**src/rtl/alu_pkg.sv**
```systemverilog
// Opcode constants and arbiter FSM states, shared by the ALU and the arbiter
// that feeds it.
package alu_pkg;

    localparam logic [3:0] OP_NOP  = 4'h0;
    localparam logic [3:0] OP_PASS = 4'h1;
    localparam logic [3:0] OP_INC  = 4'h2;
    localparam logic [3:0] OP_ADD  = 4'h3;
    localparam logic [3:0] OP_SUB  = 4'h4;
    localparam logic [3:0] OP_DEC  = 4'h5;
    localparam logic [3:0] OP_NOT  = 4'h6;
    localparam logic [3:0] OP_AND  = 4'h7;
    localparam logic [3:0] OP_NAND = 4'h8;
    localparam logic [3:0] OP_OR   = 4'h9;
    localparam logic [3:0] OP_NOR  = 4'hA;
    localparam logic [3:0] OP_XOR  = 4'hB;
    localparam logic [3:0] OP_XNOR = 4'hC;
    localparam logic [3:0] OP_MAX  = 4'hD;
    localparam logic [3:0] OP_MIN  = 4'hE;
    localparam logic [3:0] OP_EQ   = 4'hF;

    typedef enum logic [1:0] {
        IDLE = 2'd0,
        EXEC = 2'd1,
        RESP = 2'd2
    } state_t;

    // True when the operation yields no value: NOP, or an equality test that misses.
    function automatic logic is_none(input logic [3:0] op, input logic [7:0] a, input logic [7:0] b);
        return (op == OP_NOP) || ((op == OP_EQ) && (a != b));
    endfunction

endpackage

```
**src/rtl/alu.sv**
```systemverilog
// Combinational 8-bit ALU; all arithmetic wraps modulo 256 and comparisons
// are unsigned. Operations with no value drive zero.
module alu
    import alu_pkg::*;
(
    input  logic [7:0] a,
    input  logic [7:0] b,
    input  logic [3:0] op,
    output logic [7:0] y
);

    always_comb begin
        y = 8'h00;
        case (op)
            OP_NOP:  y = 8'h00;
            OP_PASS: y = a;
            OP_INC:  y = a + 8'd1;
            OP_ADD:  y = a + b;
            OP_SUB:  y = a - b;
            OP_DEC:  y = a - 8'd1;
            OP_NOT:  y = ~a;
            OP_AND:  y = a & b;
            OP_NAND: y = ~(a & b);
            OP_OR:   y = a | b;
            OP_NOR:  y = ~(a | b);
            OP_XOR:  y = a ^ b;
            OP_XNOR: y = ~(a ^ b);
            OP_MAX:  y = (a > b) ? a : b;
            OP_MIN:  y = (a < b) ? a : b;
            OP_EQ:   y = (a == b) ? a : 8'h00;
            default: y = 8'h00;
        endcase
    end

endmodule

```
**src/rtl/alu_arbiter.sv**
```systemverilog
// Round-robin arbiter in front of a single shared ALU: one operation in
// flight, result held until the consumer takes it.
module alu_arbiter
    import alu_pkg::*;
#(
    parameter int NREQ = 2
) (
    input  logic              clk_in,
    input  logic              rst_in,
    input  logic [NREQ-1:0]   req_valid_in,
    input  logic [NREQ*8-1:0] req_a_in,
    input  logic [NREQ*8-1:0] req_b_in,
    input  logic [NREQ*4-1:0] req_op_in,
    output logic [NREQ-1:0]   req_ready_out,
    output logic              res_valid_out,
    input  logic              res_ready_in,
    output logic [7:0]        res_data_out,
    output logic              res_none_out,
    output logic [1:0]        res_id_out,
    output logic [15:0]       op_count_out
);

    state_t      state_reg, state_next;
    logic [1:0]  rr_ptr_reg;
    logic [7:0]  a_reg, b_reg;
    logic [3:0]  op_reg;
    logic [1:0]  id_reg;
    logic [7:0]  res_data_reg;
    logic        res_none_reg;
    logic [1:0]  res_id_reg;
    logic [15:0] op_count_reg;

    logic [3:0]  valid_pad;
    logic [7:0]  a_arr  [4];
    logic [7:0]  b_arr  [4];
    logic [3:0]  op_arr [4];
    logic [1:0]  grant_idx;
    logic [1:0]  cand;
    logic        grant_any;
    logic        grant_en;
    logic        consume;
    logic [7:0]  alu_y;

    // Unpack requesters into a fixed 4-slot view so a 2-bit index works for any NREQ.
    generate
        for (genvar gi = 0; gi < 4; gi++) begin : g_slot
            if (gi < NREQ) begin : g_used
                assign valid_pad[gi] = req_valid_in[gi];
                assign a_arr[gi]     = req_a_in[8*gi +: 8];
                assign b_arr[gi]     = req_b_in[8*gi +: 8];
                assign op_arr[gi]    = req_op_in[4*gi +: 4];
            end else begin : g_unused
                assign valid_pad[gi] = 1'b0;
                assign a_arr[gi]     = 8'h00;
                assign b_arr[gi]     = 8'h00;
                assign op_arr[gi]    = 4'h0;
            end
        end
    endgenerate

    // Walk backwards so the candidate closest to the pointer is the one kept.
    always_comb begin
        grant_any = 1'b0;
        grant_idx = 2'd0;
        cand      = 2'd0;
        for (int k = NREQ - 1; k >= 0; k--) begin
            cand = 2'((int'(rr_ptr_reg) + k) % NREQ);
            if (valid_pad[cand]) begin
                grant_any = 1'b1;
                grant_idx = cand;
            end
        end
    end

    always_ff @(posedge clk_in) begin
        if (rst_in) begin
            state_reg <= IDLE;
        end else begin
            state_reg <= state_next;
        end
    end

    always_comb begin
        state_next = state_reg;
        grant_en   = 1'b0;
        consume    = 1'b0;
        case (state_reg)
            IDLE: begin
                if (grant_any && !rst_in) begin
                    grant_en   = 1'b1;
                    state_next = EXEC;
                end
            end
            EXEC: state_next = RESP;
            RESP: begin
                if (res_ready_in) begin
                    consume    = 1'b1;
                    state_next = IDLE;
                end
            end
            default: state_next = IDLE;
        endcase
    end

    generate
        for (genvar gi = 0; gi < NREQ; gi++) begin : g_ready
            assign req_ready_out[gi] = grant_en && (grant_idx == 2'(gi));
        end
    endgenerate

    alu u_alu (
        .a  (a_reg),
        .b  (b_reg),
        .op (op_reg),
        .y  (alu_y)
    );

    always_ff @(posedge clk_in) begin
        if (rst_in) begin
            rr_ptr_reg   <= 2'd0;
            a_reg        <= 8'h00;
            b_reg        <= 8'h00;
            op_reg       <= OP_NOP;
            id_reg       <= 2'd0;
            res_data_reg <= 8'h00;
            res_none_reg <= 1'b0;
            res_id_reg   <= 2'd0;
            op_count_reg <= 16'h0000;
        end else begin
            if (grant_en) begin
                a_reg      <= a_arr[grant_idx];
                b_reg      <= b_arr[grant_idx];
                op_reg     <= op_arr[grant_idx];
                id_reg     <= grant_idx;
                rr_ptr_reg <= (grant_idx == 2'(NREQ - 1)) ? 2'd0 : grant_idx + 2'd1;
            end
            if (state_reg == EXEC) begin
                res_none_reg <= is_none(op_reg, a_reg, b_reg);
                res_data_reg <= is_none(op_reg, a_reg, b_reg) ? 8'h00 : alu_y;
                res_id_reg   <= id_reg;
            end
            if (consume) begin
                op_count_reg <= op_count_reg + 16'd1;
            end
        end
    end

    assign res_valid_out = (state_reg == RESP);
    assign res_data_out  = res_data_reg;
    assign res_none_out  = res_none_reg;
    assign res_id_out    = res_id_reg;
    assign op_count_out  = op_count_reg;

endmodule

```
**config.mk**
```make
export PLATFORM = sky130hd
export DESIGN_NAME = alu_arbiter
export DESIGN_NICKNAME = d
export VERILOG_FILES = /design/src/rtl/alu_pkg.sv /design/src/rtl/alu.sv /design/src/rtl/alu_arbiter.sv
export SDC_FILE = /design/constraint.sdc
export NUM_CORES = 1
export LEC_CHECK = 0
export ABC_CLOCK_PERIOD_IN_PS = 7840
export CAP_MARGIN = 10
export CELL_PAD_IN_SITES_DETAIL_PLACEMENT = 1
export CELL_PAD_IN_SITES_GLOBAL_PLACEMENT = 2
export CORE_ASPECT_RATIO = 1.75
export CORE_MARGIN = 2
export CORE_UTILIZATION = 34
export CTS_CLUSTER_DIAMETER = 120
export DETAILED_ROUTE_END_ITERATION = 10
export PLACE_DENSITY_LB_ADDON = 0.1
export RECOVER_POWER = 50
export SYNTH_ARGS = -nofsm -noshare
export SYNTH_HDL_FRONTEND = slang
export SYNTH_SLANG_ARGS = --single-unit
export TNS_END_PERCENT = 5
```
**constraint.sdc**
```tcl
create_clock -name clk_in -period 7.84 [get_ports clk_in]
set_clock_uncertainty 0.2 [all_clocks]
set_input_delay 0.784 -clock clk_in [delete_from_list [all_inputs] [get_ports clk_in]]
set_output_delay 0.784 -clock clk_in [all_outputs]
set_load 0.005 [all_outputs]
```
==> out/summary.md <==
The run finished, with violations left. The checks that failed: max-capacitance violations, max-slew violations. Setup violations remaining at the end of the flow were counted as 0.

The total overflow left after global routing is 0. Among all flip-flop cells after synthesis, the most frequent one is dfxtp_1. The worst setup path is launched from an input port.

The reg-to-reg startpoint is op_reg[0]$_SDFFE_PP0P_. TritonCTS built the clock tree. For the worst flop-to-flop path, the logic depth is 12.

After synthesis, the largest family of logic cells by area is compound AO/OA/AOI/OAI gates. The worst hold path terminates at res_id_out[0]$_SDFFE_PP0N_. The count of vias placed by the detailed router came out at 4023. For the number of clock sinks, the log shows 50. STA puts the critical path data required time at 6860 ps.

The run gives 0.858 as the placer's final routability congestion estimate. Clock root buffer: clkbuf_16. After filler insertion, the fill cell instance count of the layout stands at 1404.

The share of post-route cells with drive strength above 1 is 0.0695. The total standard cell area after synthesis came out at 0.00408 mm^2. For the count of cells resized by post-cts repair, the log shows 0.

The clock latency at the later pin of the worst-skew pair came out at 300 ps. Across all register-to-register paths, the minimum setup slack is 4280 ps. The vertical extent of the die was 149 um. The logs give 4416 for the number of global-route vias before repair and 2 for the count of H-tree levels built during CTS. Setup total negative slack on the finished layout was measured at 0 ps. The area of the die was 0.0129 mm^2; the count of warnings emitted by yosys was 0. Dividing total power by cell area gives a power density of 164 mW/mm^2. In this run the static leakage power is 0.00200 uW. The effective utilization at floorplan was 0.350; the number of setup buffers added after CTS was 0. Setup repair after global routing left no endpoint under its margin. For the number of antenna violations at the first check in global routing, the log shows 0. At the pin with the least slew margin, the transition time is 2400 ps. Synthesis produced 491 cells. The worst path in the final design needs a cycle of 4370 ps, including I/O delays and setup. The number of diodes added for antenna fixing was 0; the basic-gate share of the synthesized area counting and, or, nand and nor cells was 0.196. The overall die width is 86.8 um, and the TritonCTS buffer count is 5. The critical path in this run is classified as input port to output port. The net count of the finished layout is 627. Most frequent standard cell in the layout excluding fill and tap cells: nor2_1. The maximum number of pins on one net before global-route repair came out at 50. The detailed-placement wirelength estimate came out at 11.6 mm.

For the share of the yosys chip area belonging to registers, the log shows 0.246. The worst hold path passes through 2 cells. The logs give 0 for the remaining antenna violation count after routing and 0 for the hold-fix buffer count after cts. Across the VDD grid, the largest voltage drop is 0.122 mV. The sort of element at the end of the critical path was an output port.

The compound-gate portion of the synthesized area was 0.274; the total routing usage reported by global routing was 0.234. The clock passes through at most 2 buffers. The parity-gate share of the synthesized area counting xor and xnor cells came out at 0.0666. Row generation in the floorplan step produced 52 rows.

The share of synthesized registers carrying an async set or reset came out at 0. In the routed design, unresolved DRC markers number 0. The achievable clock frequency came out at 229 MHz.

For this design the top-level I/O count stands at 75. The mux contribution to synthesized area was 0.0230; the first-iteration detailed-routing DRC count was 165. The worst-case headroom to the max-slew limit is -0.598. Part of the cycle the worst path needs: 0.557. Data on the critical path arrives at its endpoint at 3380 ps. The worst register-to-register path ends at res_data_out[5]$_SDFFE_PP0N_.

The number of enable flip-flop cells after synthesis is 0. The class of the tightest hold or removal check was flip-flop to flip-flop. Clock slew at the register clock pins of the worst setup and hold paths: 70 ps. In the layout the commonest cells are nor2_1, dfxtp_1, clkdlybuf4s50_1. In the final routed layout, each cell accounts on average for 21.4 um.

The tools report the worst-case setup slack after placement as 4340 ps. Wires add up to 14.6 mm. During placement, the flow inserted port buffers numbering 73. The fraction of the mapped netlist area in adder cells was 0.114; the maximum fanout encountered on the critical timing path was 49. The first detailed-routing pass ran for 4 iterations. The tools report the origin of the worst min-delay path as res_id_out[0]$_SDFFE_PP0N_. Using the TritonRoute via totals, the vias-per-cell ratio works out to 5.90. A synthesized cell averages 8.30 um^2. The total area inside the core boundary comes to 0.0116 mm^2. Synthesis inferred 50 register bits. For the first-pass GRT wire length, the log shows 23.5 mm. From synthesis to final layout, the design area changed by 22.5%. The final number of max-transition violations is 50. In this run the worst setup path begins at rst_in. The logs give 0.429 for the share of the core filled with cells in the final layout and 3470 ps for the setup slack of the critical path after layout. The number of endpoints with negative hold slack in the final report was 0; the count of max-cap constraint violations was 1. The register with the most flip-flops in the layout has 16 of them. In this run, distinct cell masters in the synthesized netlist total 67. The net count after synthesis was 572.
==> worst max-delay path by stage <==
stage	cells past startpoint	endpoint	slack, ps
global route	6	req_ready_out[0]	3090
detailed placement	10	res_data_out[1]$_SDFFE_PP0N_	4340
CTS	10	res_data_out[1]$_SDFFE_PP0N_	4320
finish	6	req_ready_out[0]	3470
floorplan	10	res_data_out[3]$_SDFFE_PP0N_	5070
global placement	10	res_data_out[1]$_SDFFE_PP0N_	4380
==> report_power, final <==
part	total [uW]	switching, uW	internal [uW]	leakage, uW
sequential	288	22.5	265	0.000406
combinational	275	155	121	0.00152
clock	253	102	151	0.0000771
total	816	279	537	0.00200
==> cells in the mapped netlist (3+ instances only) <==
library cell  instances  area share
a221oi_2              4       0.015
mux2i_1               6       0.015
a211oi_1              3      0.0055
dfxtp_1              50        0.25
a21oi_1              26       0.032
nor3_1                8      0.0098
nand2b_1              9       0.014
xnor2_1              17       0.037
buf_2                 5      0.0061
nand2_1              29       0.027
a222oi_1             21       0.052
o21ai_1               4      0.0049
and3_1                4      0.0061
xor2_1               14       0.030
clkbuf_1             17       0.016
o21ai_0              24       0.029
a221o_1               6       0.015
nand3_1              16       0.020
buf_4                 5      0.0092
o211ai_1              3      0.0055
a21o_1                5      0.0092
a31oi_1               4      0.0061
mux2_2                3      0.0083
a22oi_1               7       0.013
a32oi_1               3      0.0064
a221oi_1              5       0.011
or3_1                 3      0.0046
o22ai_1               7       0.011
inv_1                31       0.029
clkbuf_8              4       0.014
nor2_1               54       0.050
ha_1                 34        0.10
nor2b_1              14       0.021
==> metrics by stage <==
stage,std cells,total power (uW),cell area (um^2),hold slack [ps]
2_1_floorplan,491,481,4080,232
3_5_place_dp,674,569,4830,250
4_1_cts,682,825,5000,259
6_report,682,816,4990,256
3_3_place_gp,674,565,4830,245
5_1_grt,682,858,4990,303
==> layer usage <==
layer | global-route usage | up-vias | share of wire
li1 | - | 1901 | -
met1 | 0.244 | 1967 | 0.37
met2 | 0.420 | 116 | 0.53
met3 | 0.0443 | 39 | 0.045
met4 | 0.143 | 0 | 0.059
met5 | 0 | - | 0
==> kinds of logic after synthesis <==
family          count (synthesis)
compound gates                143
other cells                     1
simple gates                  156
buf+inv                        65
mux                             9
xor+xnor                       31
fa+ha+maj                      36
flops                          50
==> layout make-up <==
type,instances,area (um^2),area share
Sequential cell,50,1000,0.201
Clock inverter,2,37.5,0.00752
Clock buffer,6,129,0.0258
Multi-Input combinational cell,376,2760,0.552
Timing Repair Buffer,81,778,0.156
Inverter,32,120,0.0241
Tap cell,135,169,0.0338
==> critical path, cell delays in order <==
cell             delay, ps
buf_2                   70
clkbuf_1              1690
nor3_1                  70
o21ai_0                200
nor2b_1                 90
clkdlybuf4s50_1        460
No activity file was read; power rests on OpenSTA's default activity.
